File: config.mk
export PLATFORM = sky130hd
export DESIGN_NAME = edge_threshold_flat
export DESIGN_NICKNAME = d
export VERILOG_FILES = /design/src/rtl/edge_pkg.sv /design/src/rtl/edge_threshold_if.sv /design/src/rtl/edge_pixel_counter.sv /design/src/rtl/edge_threshold.sv /design/src/flat_wrapper.sv
export SDC_FILE = /design/constraint.sdc
export NUM_CORES = 1
export LEC_CHECK = 0
export ABC_AREA = 1
export CORE_ASPECT_RATIO = 1.4
export CORE_UTILIZATION = 45
export CTS_BUF_LIST = sky130_fd_sc_hd__clkbuf_8
export DETAILED_ROUTE_END_ITERATION = 6
export PLACE_DENSITY = 0.75
export SLEW_MARGIN = 25
export SYNTH_ARGS = -nofsm -noshare
export SYNTH_HDL_FRONTEND = slang
export SYNTH_HIERARCHICAL = 1
export SYNTH_SLANG_ARGS = --single-unit
File: constraint.sdc
create_clock -name clk -period 4 [get_ports clk]
set_clock_uncertainty 0.05 [all_clocks]
set_input_delay 1.2 -clock clk [delete_from_list [all_inputs] [get_ports clk]]
set_output_delay 1.2 -clock clk [all_outputs]
set_load 0.05 [all_outputs]
File: src/rtl/edge_pkg.sv
// Shared definitions for the edge-detection filter chain.
//   rgb30_t : packed pixel {R[29:20], G[19:10], B[9:0]}, 10 bits per channel
//   chan_t  : 8-bit channel / luma level
//   luma8() : 8-bit luma approximation (R + 2G + B) / 4 on the top 8 bits of each channel
package edge_pkg;

    typedef logic [29:0] rgb30_t;
    typedef logic [7:0]  chan_t;

    localparam int unsigned IMG_WIDTH  = 320;
    localparam int unsigned IMG_HEIGHT = 240;

    // Worst case 255 + 510 + 255 = 1020, so a 10-bit sum never overflows.
    function automatic chan_t luma8(input rgb30_t px);
        logic [9:0] sum;
        sum = {2'b00, px[29:22]} + {1'b0, px[19:12], 1'b0} + {2'b00, px[9:2]};
        return sum[9:2];
    endfunction

endpackage

File: src/rtl/edge_threshold_if.sv
// Pixel stream (dstream) handshake between filter stages.
//   valid : source has a pixel on data
//   ready : sink accepts the pixel this cycle
//   data  : packed RGB pixel (edge_pkg::rgb30_t)
// Modports: master drives valid/data, slave drives ready.
interface edge_threshold_if;

    logic               valid;
    logic               ready;
    edge_pkg::rgb30_t   data;

    modport master (output valid, output data, input ready);
    modport slave  (input valid, input data, output ready);

endinterface

File: src/rtl/edge_pixel_counter.sv
// Raster position tracker for a WIDTH x HEIGHT frame.
// Ports:
//   clk, reset : clock, asynchronous active-high reset
//   advance    : one pixel accepted this cycle
//   col, row   : position of the next pixel to be accepted
//   first_px   : next pixel is (0,0)
//   last_px    : next pixel is (WIDTH-1, HEIGHT-1)
module edge_pixel_counter #(
    parameter int unsigned WIDTH  = 320,
    parameter int unsigned HEIGHT = 240,
    localparam int unsigned CW    = $clog2(WIDTH),
    localparam int unsigned RW    = $clog2(HEIGHT)
) (
    input  logic          clk,
    input  logic          reset,
    input  logic          advance,
    output logic [CW-1:0] col,
    output logic [RW-1:0] row,
    output logic          first_px,
    output logic          last_px
);

    localparam logic [CW-1:0] COL_LAST = CW'(WIDTH - 1);
    localparam logic [RW-1:0] ROW_LAST = RW'(HEIGHT - 1);

    logic [CW-1:0] col_q;
    logic [RW-1:0] row_q;

    always_ff @(posedge clk or posedge reset) begin
        if (reset) begin
            col_q <= '0;
            row_q <= '0;
        end else if (advance) begin
            if (col_q == COL_LAST) begin
                col_q <= '0;
                row_q <= (row_q == ROW_LAST) ? '0 : row_q + 1'b1;
            end else begin
                col_q <= col_q + 1'b1;
            end
        end
    end

    assign col      = col_q;
    assign row      = row_q;
    assign first_px = (col_q == '0) && (row_q == '0);
    assign last_px  = (col_q == COL_LAST) && (row_q == ROW_LAST);

endmodule

File: src/rtl/edge_threshold.sv
// Edge-map binariser behind the 5x5 edge convolution stage.
// Each pixel's luma is compared with a threshold latched at the first pixel of every frame;
// a BORDER-pixel frame rim (invalid convolution taps) is always background.
// Two-stage pipeline (accept -> luma/border -> output), stalls as a whole on y backpressure.
// Ports:
//   clk, reset  : clock, asynchronous active-high reset
//   x           : input pixel stream (slave)
//   y           : edge-map stream (master), EDGE_RGB on all channels for an edge, else 0
//   threshold   : luma threshold, sampled with pixel (0,0)
//   edge_count  : edge pixels in last complete frame
//   frame_done  : one-cycle pulse after the last pixel of a frame leaves y
// Build option: EDGE_THRESHOLD_COUNT_EN enables edge_count/frame_done; otherwise both are tied 0.
module edge_threshold
    import edge_pkg::*;
#(
    parameter int unsigned WIDTH    = IMG_WIDTH,
    parameter int unsigned HEIGHT   = IMG_HEIGHT,
    parameter int unsigned BORDER   = 2,
    parameter logic [7:0]  EDGE_RGB = 8'hFF
) (
    input  logic                      clk,
    input  logic                      reset,
    edge_threshold_if.slave           x,
    edge_threshold_if.master          y,
    input  chan_t                     threshold,
    output logic [16:0]               edge_count,
    output logic                      frame_done
);

    localparam int unsigned CW = $clog2(WIDTH);
    localparam int unsigned RW = $clog2(HEIGHT);

    localparam logic [CW-1:0] COL_LO = CW'(BORDER);
    localparam logic [CW-1:0] COL_HI = CW'(WIDTH - BORDER);
    localparam logic [RW-1:0] ROW_LO = RW'(BORDER);
    localparam logic [RW-1:0] ROW_HI = RW'(HEIGHT - BORDER);

    localparam rgb30_t EDGE_WORD = {EDGE_RGB, 2'b00, EDGE_RGB, 2'b00, EDGE_RGB, 2'b00};

    logic          en;
    logic          accept;
    logic [CW-1:0] col;
    logic [RW-1:0] row;
    logic          first_px;
    logic          last_px;
    logic          border;
    chan_t         thr_q;
    chan_t         thr_px;

    logic          s1_valid_q;
    chan_t         s1_luma_q;
    logic          s1_border_q;
    chan_t         s1_thr_q;
    logic          hit_d;

    logic          y_valid_q;
    rgb30_t        y_data_q;

    // The whole pipe moves together: a bubble in y or a taker on y frees every stage.
    assign en      = y.ready | ~y_valid_q;
    assign x.ready = en;
    assign accept  = x.valid & en;

    edge_pixel_counter #(
        .WIDTH  (WIDTH),
        .HEIGHT (HEIGHT)
    ) u_pos (
        .clk      (clk),
        .reset    (reset),
        .advance  (accept),
        .col      (col),
        .row      (row),
        .first_px (first_px),
        .last_px  (last_px)
    );

    assign border = (col < COL_LO) | (col >= COL_HI) | (row < ROW_LO) | (row >= ROW_HI);

    // Pixel (0,0) must already see the new threshold, so bypass thr_q for it.
    assign thr_px = first_px ? threshold : thr_q;

    always_ff @(posedge clk or posedge reset) begin
        if (reset) begin
            thr_q <= 8'h80;
        end else if (accept && first_px) begin
            thr_q <= threshold;
        end
    end

    // The threshold travels with the pixel so a frame boundary inside the pipe stays exact.
    always_ff @(posedge clk or posedge reset) begin
        if (reset) begin
            s1_valid_q  <= 1'b0;
            s1_luma_q   <= '0;
            s1_border_q <= 1'b0;
            s1_thr_q    <= '0;
        end else if (en) begin
            s1_valid_q  <= x.valid;
            s1_luma_q   <= luma8(x.data);
            s1_border_q <= border;
            s1_thr_q    <= thr_px;
        end
    end

    assign hit_d = s1_valid_q & ~s1_border_q & (s1_luma_q >= s1_thr_q);

    always_ff @(posedge clk or posedge reset) begin
        if (reset) begin
            y_valid_q <= 1'b0;
            y_data_q  <= '0;
        end else if (en) begin
            y_valid_q <= s1_valid_q;
            y_data_q  <= hit_d ? EDGE_WORD : '0;
        end
    end

    assign y.valid = y_valid_q;
    assign y.data  = y_data_q;

`ifdef EDGE_THRESHOLD_COUNT_EN
    logic        s1_last_q;
    logic        s2_last_q;
    logic        s2_hit_q;
    logic        handoff;
    logic [16:0] running_q;
    logic [16:0] edge_count_q;
    logic        frame_done_q;

    always_ff @(posedge clk or posedge reset) begin
        if (reset) begin
            s1_last_q <= 1'b0;
            s2_last_q <= 1'b0;
            s2_hit_q  <= 1'b0;
        end else if (en) begin
            s1_last_q <= x.valid & last_px;
            s2_last_q <= s1_valid_q & s1_last_q;
            s2_hit_q  <= hit_d;
        end
    end

    assign handoff = y_valid_q & y.ready;

    always_ff @(posedge clk or posedge reset) begin
        if (reset) begin
            running_q    <= '0;
            edge_count_q <= '0;
            frame_done_q <= 1'b0;
        end else begin
            frame_done_q <= 1'b0;
            if (handoff) begin
                if (s2_last_q) begin
                    edge_count_q <= running_q + 17'(s2_hit_q);
                    running_q    <= '0;
                    frame_done_q <= 1'b1;
                end else begin
                    running_q <= running_q + 17'(s2_hit_q);
                end
            end
        end
    end

    assign edge_count = edge_count_q;
    assign frame_done = frame_done_q;
`else
    logic unused_last_px;
    assign unused_last_px = last_px;
    assign edge_count     = '0;
    assign frame_done     = 1'b0;
`endif

endmodule

File: src/flat_wrapper.sv
// flat-port wrapper written by rule: the top's interface ports become plain ports
module edge_threshold_flat import edge_pkg::*;
#(
    parameter int unsigned WIDTH    = IMG_WIDTH,
    parameter int unsigned HEIGHT   = IMG_HEIGHT,
    parameter int unsigned BORDER   = 2,
    parameter logic [7:0]  EDGE_RGB = 8'hFF
)
  (clk, reset, threshold, edge_count, frame_done, x_valid, x_data, x_ready, y_valid, y_data, y_ready);
  edge_threshold_if x_i ();
  edge_threshold_if y_i ();
  input  logic clk;
  input  logic reset;
  input  chan_t threshold;
  output logic [16:0] edge_count;
  output logic frame_done;
  input wire logic [$bits(x_i.valid)-1:0] x_valid;
  input wire logic [$bits(x_i.data)-1:0] x_data;
  output wire logic [$bits(x_i.ready)-1:0] x_ready;
  output wire logic [$bits(y_i.valid)-1:0] y_valid;
  output wire logic [$bits(y_i.data)-1:0] y_data;
  input wire logic [$bits(y_i.ready)-1:0] y_ready;
  assign x_i.valid = x_valid;
  assign x_i.data = x_data;
  assign x_ready = x_i.ready;
  assign y_valid = y_i.valid;
  assign y_data = y_i.data;
  assign y_i.ready = y_ready;
  edge_threshold #(.WIDTH(WIDTH), .HEIGHT(HEIGHT), .BORDER(BORDER), .EDGE_RGB(EDGE_RGB)) u_core (.clk(clk), .reset(reset), .x(x_i), .y(y_i), .threshold(threshold), .edge_count(edge_count), .frame_done(frame_done));
endmodule
==> results of run 1 <==
[report_power, final]
group | internal [W] | total, W | switching, W
clock network | 0.000248 | 0.000400 | 0.000152
logic | 0.000319 | 0.000929 | 0.000610
registers | 0.000539 | 0.000644 | 0.000105
total | 0.00111 | 0.00197 | 0.000867
[flip-flops by register name (all words and copies together) (netlist names)]
register / cells
u_core/s1_thr_q: 8
u_core/s1_valid_q: 1
u_core/s1_border_q: 1
u_core/thr_q: 8
u_core/s1_luma_q: 8
u_core/u_pos/col: 9
u_core/y.data: 1
u_core/y.valid: 1
u_core/u_pos/row: 8
[per-stage QoR]
stage / utilization [%] / total power [W]
final: 55.6 / 0.00197
after global routing: 55.6 / 0.00210
after CTS: 55.6 / 0.00199
after detailed placement: 53.7 / 0.00159
after global placement: 53.7 / 0.00156
after floorplan: - / 0.00141
[placed cells by master, fill, tap and decap left out, drive strengths merged]
master,n
nand2,111
inv,63
clkdlybuf4s50,60
dfrtp,44
nor2,39
o21ai,32
conb,24
nand3,20
ha,19
a21oi,17
fa,8
nor3,7
clkbuf,5
xnor2,5
o211ai,4
buf,4
nand4,3
bufinv,2
nand3b,2
clkinv,1
o21a,1
dfstp,1
xor2,1
[routing by layer]
metal	global-route usage, %	share of wire [%]	routed length (um)	up-vias
met5	0	0	0	-
met4	4.45	1.1	66	0
met3	3.10	3.7	226	5
met2	31.1	55	3380	55
met1	17.6	40	2500	1233
li1	-	-	-	1350
[cell type report]
cell class | instances | area (um2)
sequential | 45 | 1130
clock inverter | 3 | 65.1
inverter | 63 | 241
clock buffer | 5 | 68.8
tap | 95 | 119
multi-input combinational | 293 | 1660
timing repair buffer | 64 | 643
fill | 661 | 3140
[worst paths after layout]
path	startpoint	to	slack (ns)	depth (start not counted)
min in group asynchronous	reset	u_core/s1_thr_q[5]$_DFFE_PP0N_	1.23	3
worst max register to register	u_core/y.valid$_DFFE_PP0N_	u_core/u_pos/row[6]$_DFFE_PP0P_	1.91	12
worst min-delay path	u_core/thr_q[7]$_DFFE_PP1P_	u_core/thr_q[7]$_DFFE_PP1P_	0.43	2
max in group asynchronous	reset	u_core/u_pos/col[4]$_DFFE_PP0P_	2.18	2
worst max-delay path	y_ready	x_ready	0.58	4
worst min register to register	u_core/thr_q[7]$_DFFE_PP1P_	u_core/thr_q[7]$_DFFE_PP1P_	0.43	2
[worst max-delay path, cell delays in order]
cell and delay, ns:
clkdlybuf4s50_1 0.44, nor2_4 0.31, inv_4 0.06, buf_12 0.15
==> impl_metrics.tcl, run 1 <==
set metrics [dict create \
    drtIter0Drc 128 \
    fin_crit_ns 3.42 \
    crit_required_ns 2.75 \
    hold_ws_ns 0.428 \
    syn_to_final_growth_pct 17.2 \
    p_per_area_nw_per_um2 502 \
    cts_tree "yes" \
    cts.clk_slew.worst_paths_ns 0.08 \
    hpwlAfterDp_mm 4.84 \
    fin_cells 568 \
    cts_made_buffers 5 \
    antenna_found_initial 0 \
    synth_warnings 6 \
    dp_slack_ns 0.581 \
    hold_buffers 0 \
    setup-tns-final_ns 0 \
    grt_max_degree 29 \
    die_area_um2 7810 \
    nNetsFinal 541 \
    cp-start-kind "input port" \
    setup_viol 0 \
    arrival_ns 2.17 \
    overflow 0 \
    ir_drop_uv 277 \
    post_cts_resized 0 \
    drt_first_pass_iters 5 \
    die_w_um 75.0 \
    num_vias 2643 \
    drc 0 \
    maxSlewViolCount 0 \
    io_buffers 61 \
    wl_per_cell_um 10.9 \
    htree_levels 2 \
    globalplace.congestion 0.858 \
    critPathCaptureType "output pin" \
    place_area_um2 3790 \
    hold_violations 0 \
    clockBufferDepth 2 \
    drive_gt1_share_pct 7.61 \
    post-cts-setup-buffers 0 \
    grt_pass1_vias 2520 \
    grt_usage_pct 16.4 \
    start_util_pct 47.4 \
    status "complete, no violations" \
    core_um2 7070 \
    rsz0062_at_grt "false" \
    critPathKind "in -> out" \
    vias_per_cell 4.65 \
    synth_area_um2 3350 \
    worst_slack_ns 0.584 \
    io_pins 92 \
    totalWireLength_mm 6.17 \
    cts_sinks 45 \
    avgSynthCellArea_um2 7.74 \
    fp.dieH_um 104 \
    finalCritPeriodShare_pct 85.4 \
    worst_slew_pin_slew_ns 0.690 \
    num_antenna_cells 0 \
    final_cell_area_um2 3930 \
    dp.cells 560 \
    holdCritPathClass "reg -> reg" \
    grt_pass1_wl_mm 10.2 \
    clk_latency_ns 0.30 \
    rows 36 \
    fmaxAchievable_mhz 293 \
    ant_nets 0 \
    maxCapViolCount 0 \
    cts-root-buf "clkbuf_8" \
    relSlewSlack_pct 54.0 \
    postSynthCellCount 433 \
    crit_fanout 14 \
    leakage_nw 1.98 \
]
No activity file was read; power rests on OpenSTA's default activity.
==> run 2: changes to the inputs <==
- clock period: 4 -> 3.31 ns (I/O delays scaled with it)
==> run 2 against run 1 <==
Power up 18%. Global-route usage up 1.1 points. Non-clock buffer count up 1. Sequential share of layout area up 0.073 points. Critical path type is now reg -> out. Sequential power up 21%. Largest cell class unchanged. Wire length about the same. Critical endpoint is now y_data[3].
==> impl_metrics.tcl, run 2 (synthesis results as in run 1) <==
set metrics [dict create \
    fmaxAchievable_mhz 331 \
    drt_first_pass_iters 4 \
    grt_pass1_wl_mm 10.8 \
    setup.worst_path.end "y_data[3]" \
    clockBufferDepth 2 \
    ant_nets 0 \
    holdCritPathClass "reg -> reg" \
    final_cell_area_um2 3920 \
    worst_slack_ns 0.287 \
    maxCapViolCount 0 \
    hpwlAfterDp_mm 4.79 \
    crit_chain "clkdlybuf4s50_1" \
    worst_slew_pin_slew_ns 0.690 \
    drc 0 \
    crit_required_ns 2.27 \
    status "complete, no violations" \
    cp_num_cells 1 \
    post-cts-setup-buffers 0 \
    crit_family "buffers and inverters" \
    crit_path_top_delay_cell "clkdlybuf4s50_1" \
    rsz0062_at_grt "false" \
    cts-root-buf "clkbuf_8" \
    rrSetupSlack_ns 1.46 \
    cp-start-kind "flop" \
    layout_common_cells "105 x nand2_1, 62 x inv_1, 60 x clkdlybuf4s50_1" \
    vias_per_cell 4.64 \
    io_buffers 61 \
    fin_crit_ns 3.02 \
    syn_to_final_growth_pct 16.9 \
    nNetsFinal 542 \
    drive_gt1_share_pct 7.59 \
    leakage_nw 1.98 \
    hold_violations 0 \
    setup_viol 0 \
    grt_max_degree 29 \
    die_area_um2 7810 \
    clk_latency_ns 0.30 \
    arrival_ns 1.98 \
    grt_usage_pct 17.5 \
    r2r_cells 10 \
    crit_buf_inv 1 \
    startpoint "u_core/y.data[28]$_DFFE_PP0N_" \
    num_antenna_cells 0 \
    hold_buffers 0 \
    io_pins 92 \
    post_cts_resized 0 \
    setup-tns-final_ns 0 \
    finalCritPeriodShare_pct 91.3 \
    wl_per_cell_um 10.9 \
    slowest_delay_ns 0.93 \
    maxSlewViolCount 0 \
    num_vias 2640 \
    ir_drop_uv 289 \
    start_util_pct 47.4 \
    r2r-end "u_core/thr_q[1]$_DFFE_PP0P_" \
    fp.dieH_um 104 \
    place_area_um2 3800 \
    grt_pass1_vias 2568 \
    critPathKind "reg -> out" \
    crit-reg2reg-launch "u_core/u_pos/col[1]$_DFFE_PP0P_" \
    hold_ws_ns 0.433 \
    core_um2 7070 \
    largest_reg_flops 9 \
    layout_commonest_cell "nand2_1" \
    cts_tree "yes" \
    overflow 0 \
    p_per_area_nw_per_um2 593 \
    die_w_um 75.0 \
    dp_slack_ns 0.154 \
    rows 36 \
    cts_sinks 45 \
    htree_levels 2 \
    relSlewSlack_pct 53.9 \
    critPathCaptureType "output pin" \
    globalplace.congestion 0.868 \
    drtIter0Drc 125 \
    totalWireLength_mm 6.18 \
    crit_fanout 25 \
    cts.clk_slew.worst_paths_ns 0.08 \
    p_total_w 0.00233 \
    antenna_found_initial 0 \
    cts_made_buffers 5 \
]
## run 2: cell types whose count changed in the layout (fill, tap and decap cells not counted)
cell and change:
inv_1 +1, bufinv_16 -1, clkbuf_8 +1, buf_4 +1
clkinv_2 -1
## run 2: worst min-delay path by stage
stage,start,to,depth (start not counted)
after floorplan,u_core/s1_valid_q$_DFFE_PP0N_,u_core/y.valid$_DFFE_PP0N_,2
after global placement,u_core/thr_q[7]$_DFFE_PP1P_,u_core/thr_q[7]$_DFFE_PP1P_,2
after detailed placement,u_core/thr_q[7]$_DFFE_PP1P_,u_core/thr_q[7]$_DFFE_PP1P_,2
after CTS,u_core/thr_q[7]$_DFFE_PP1P_,u_core/thr_q[7]$_DFFE_PP1P_,2
after global routing,u_core/thr_q[7]$_DFFE_PP1P_,u_core/thr_q[7]$_DFFE_PP1P_,2
final,u_core/thr_q[7]$_DFFE_PP1P_,u_core/thr_q[7]$_DFFE_PP1P_,2
## run 2: metal layers
metal / global-route usage [%] / part of all wire (%) / up-vias
met4: 4.31 / 0.86 / 0
met1: 18.4 / 40 / 1223
li1: - / - / 1355
met3: 3.59 / 3.6 / 6
met5: 0 / 0 / -
met2: 33.6 / 55 / 56
## run 2: layout make-up
type / count / area [um2]
Fill cell: 678 / 3150
Multi-Input combinational cell: 293 / 1660
Sequential cell: 45 / 1130
Timing Repair Buffer: 65 / 651
Inverter: 63 / 241
Tap cell: 95 / 119
Clock buffer: 6 / 82.6
Clock inverter: 2 / 33.8
## run 2: through the flow
step	std cells	utilization [%]
detailed placement	561	53.8
global route	569	55.4
floorplan	456	-
finish	569	55.4
CTS	569	55.4
global placement	561	53.8
## run 2: report_power, final
group	leakage [nW]	total [W]	internal, W	switching, W
sequential	0.529	0.000780	0.000651	0.000129
clock	0.0626	0.000428	0.000243	0.000185
combinational	1.39	0.00112	0.000385	0.000732
total	1.98	0.00233	0.00128	0.00105
==> run 3: changes to the inputs <==
- CORE_ASPECT_RATIO: 1.4 -> 0.5
- SETUP_SLACK_MARGIN: not set -> 0.4
==> run 3 against run 2 <==
Cell count fell by 0.53%. Combinational power barely moved. Flip-flop and latch count did not move. Sequential share of layout area fell by 0.060 points. Hold slack got worse by 0.011 ns. Largest cell class unchanged.
==> impl_metrics.tcl, run 3 (synthesis results as in run 1) <==
set metrics [dict create \
    setup_viol 0 \
    ant_nets 0 \
    hpwlAfterDp_mm 4.35 \
    cp-start-kind "input port" \
    grt_pass1_wl_mm 10.3 \
    antenna_found_initial 0 \
    slowest_delay_ns 0.44 \
    clk_latency_ns 0.30 \
    grt_usage_pct 16.6 \
    crit_chain "clkdlybuf4s50_1 -> nor2_4 -> inv_4 -> buf_12" \
    rsz0062_at_grt "false" \
    drive_gt1_share_pct 8.02 \
    rrSetupSlack_ns 1.52 \
    num_vias 2641 \
    fp.dieH_um 63.0 \
    fmaxAchievable_mhz 354 \
    grt_pass1_vias 2418 \
    leakage_nw 2.06 \
    dp_slack_ns 0.155 \
    place_area_um2 3800 \
    finalCritPeriodShare_pct 85.5 \
    cts_made_buffers 5 \
    htree_levels 2 \
    crit_path_top_delay_cell "clkdlybuf4s50_1" \
    die_area_um2 7820 \
    multiInputGateArea_um2 1670 \
    largest_reg_flops 9 \
    critPathKind "in -> out" \
    io_pins 92 \
    hold_ws_ns 0.421 \
    start_util_pct 48.3 \
    cts-root-buf "clkbuf_8" \
    cts.clk_slew.worst_paths_ns 0.08 \
    crit_fanout 3 \
    num_antenna_cells 0 \
    layout_common_cells "105 x nand2_1, 62 x inv_1, 55 x clkdlybuf4s50_1" \
    holdCritPathClass "reg -> reg" \
    crit_family "buffers and inverters" \
    clockBufferDepth 2 \
    maxCapViolCount 0 \
    rows 21 \
    p_per_area_nw_per_um2 588 \
    drc 0 \
    fin_cells 566 \
    worst_slack_ns 0.481 \
    cts_tree "yes" \
    syn_to_final_growth_pct 17.2 \
    worst_slew_pin_slew_ns 0.707 \
    status "complete, no violations" \
    nNetsFinal 542 \
    crit_required_ns 2.27 \
    totalWireLength_mm 5.73 \
    ir_drop_uv 242 \
    wl_per_cell_um 10.1 \
    critPathCaptureType "output pin" \
    arrival_ns 1.79 \
    die_w_um 124 \
    globalplace.congestion 0.812 \
    dp.cells 558 \
    grt_max_degree 26 \
    io_buffers 61 \
    setup-tns-final_ns 0 \
    crit_buf_inv 3 \
    fill_cells 654 \
    drtIter0Drc 103 \
    vias_per_cell 4.67 \
    layout_commonest_cell "nand2_1" \
    overflow 0 \
    drt_first_pass_iters 4 \
    maxSlewViolCount 0 \
    fin_crit_ns 2.83 \
    hold_violations 0 \
    relSlewSlack_pct 52.8 \
    final_cell_area_um2 3930 \
    seqCellArea_um2 1130 \
    cts_sinks 45 \
    core_um2 6940 \
    hold_buffers 0 \
]
==> run 3: cell types whose count changed in the layout (fill, tap and decap cells not counted) <==
| cell | change |
|---|---|
| dfrtp_2 | +1 |
| dlymetal6s2s_1 | +5 |
| fa_1 | -1 |
| dfrtp_1 | -1 |
| clkdlybuf4s50_1 | -5 |
| fa_2 | +1 |
| o21ai_1 | +1 |
| o21ai_0 | -1 |
==> run 3: layout make-up <==
| class | count | share of cell area, % |
|---|---|---|
| Tap cell | 92 | 2.93 |
| Timing Repair Buffer | 65 | 16.9 |
| Sequential cell | 45 | 28.7 |
| Inverter | 63 | 6.14 |
| Multi-Input combinational cell | 293 | 42.4 |
| Clock inverter | 2 | 0.859 |
| Clock buffer | 6 | 2.10 |
==> run 3: timing repair <==
item / in CTS / in global routing
setup endpoints to repair: 24 / 23
setup buffers: 0 / 0
gates resized for setup: 1 / 7
==> run 3: layer usage <==
| metal | global-route usage, % | part of all wire [%] | vias to the layer above |
|---|---|---|---|
| li1 | - | - | 1352 |
| met1 | 20.3 | 46 | 1222 |
| met2 | 28.9 | 47 | 62 |
| met3 | 4.11 | 5.4 | 5 |
| met4 | 4.46 | 0.70 | 0 |
| met5 | 0 | 0 | - |
==> run 3: final timing paths <==
check,startpoint,to,cells past startpoint
max,y_ready,x_ready,4
min,u_core/s1_valid_q$_DFFE_PP0N_,u_core/y.valid$_DFFE_PP0N_,2
max reg2reg,u_core/u_pos/col[1]$_DFFE_PP0P_,u_core/thr_q[2]$_DFFE_PP0P_,10
min reg2reg,u_core/s1_valid_q$_DFFE_PP0N_,u_core/y.valid$_DFFE_PP0N_,2
max in group asynchronous,reset,u_core/y.data[28]$_DFFE_PP0N_,3
min in group asynchronous,reset,u_core/thr_q[6]$_DFFE_PP0P_,2
==> run 3: worst reg2reg max path, cell delays in order, from the launching register on <==
cell and delay [ns]:
dfrtp_1 0.43, inv_1 0.09, ha_1 0.15, nand2_1 0.05, nor3_1 0.14, nand2_1 0.09, nor3_2 0.10, buf_4 0.25
nand2_8 0.14, nor2_1 0.15, a21oi_2 0.04
==> run 3: metrics by stage <==
| step | utilization, % | total power [W] |
|---|---|---|
| after floorplan | - | 0.00171 |
| after global placement | 54.8 | 0.00188 |
| after detailed placement | 54.8 | 0.00190 |
| after CTS | 56.5 | 0.00234 |
| after global routing | 56.7 | 0.00249 |
| final | 56.7 | 0.00231 |
==> run 3: report_power, final <==
group | internal, W | total (W) | switching, W
combinational | 0.000383 | 0.00111 | 0.000724
clock | 0.000243 | 0.000429 | 0.000186
sequential | 0.000652 | 0.000776 | 0.000124
total | 0.00128 | 0.00231 | 0.00104
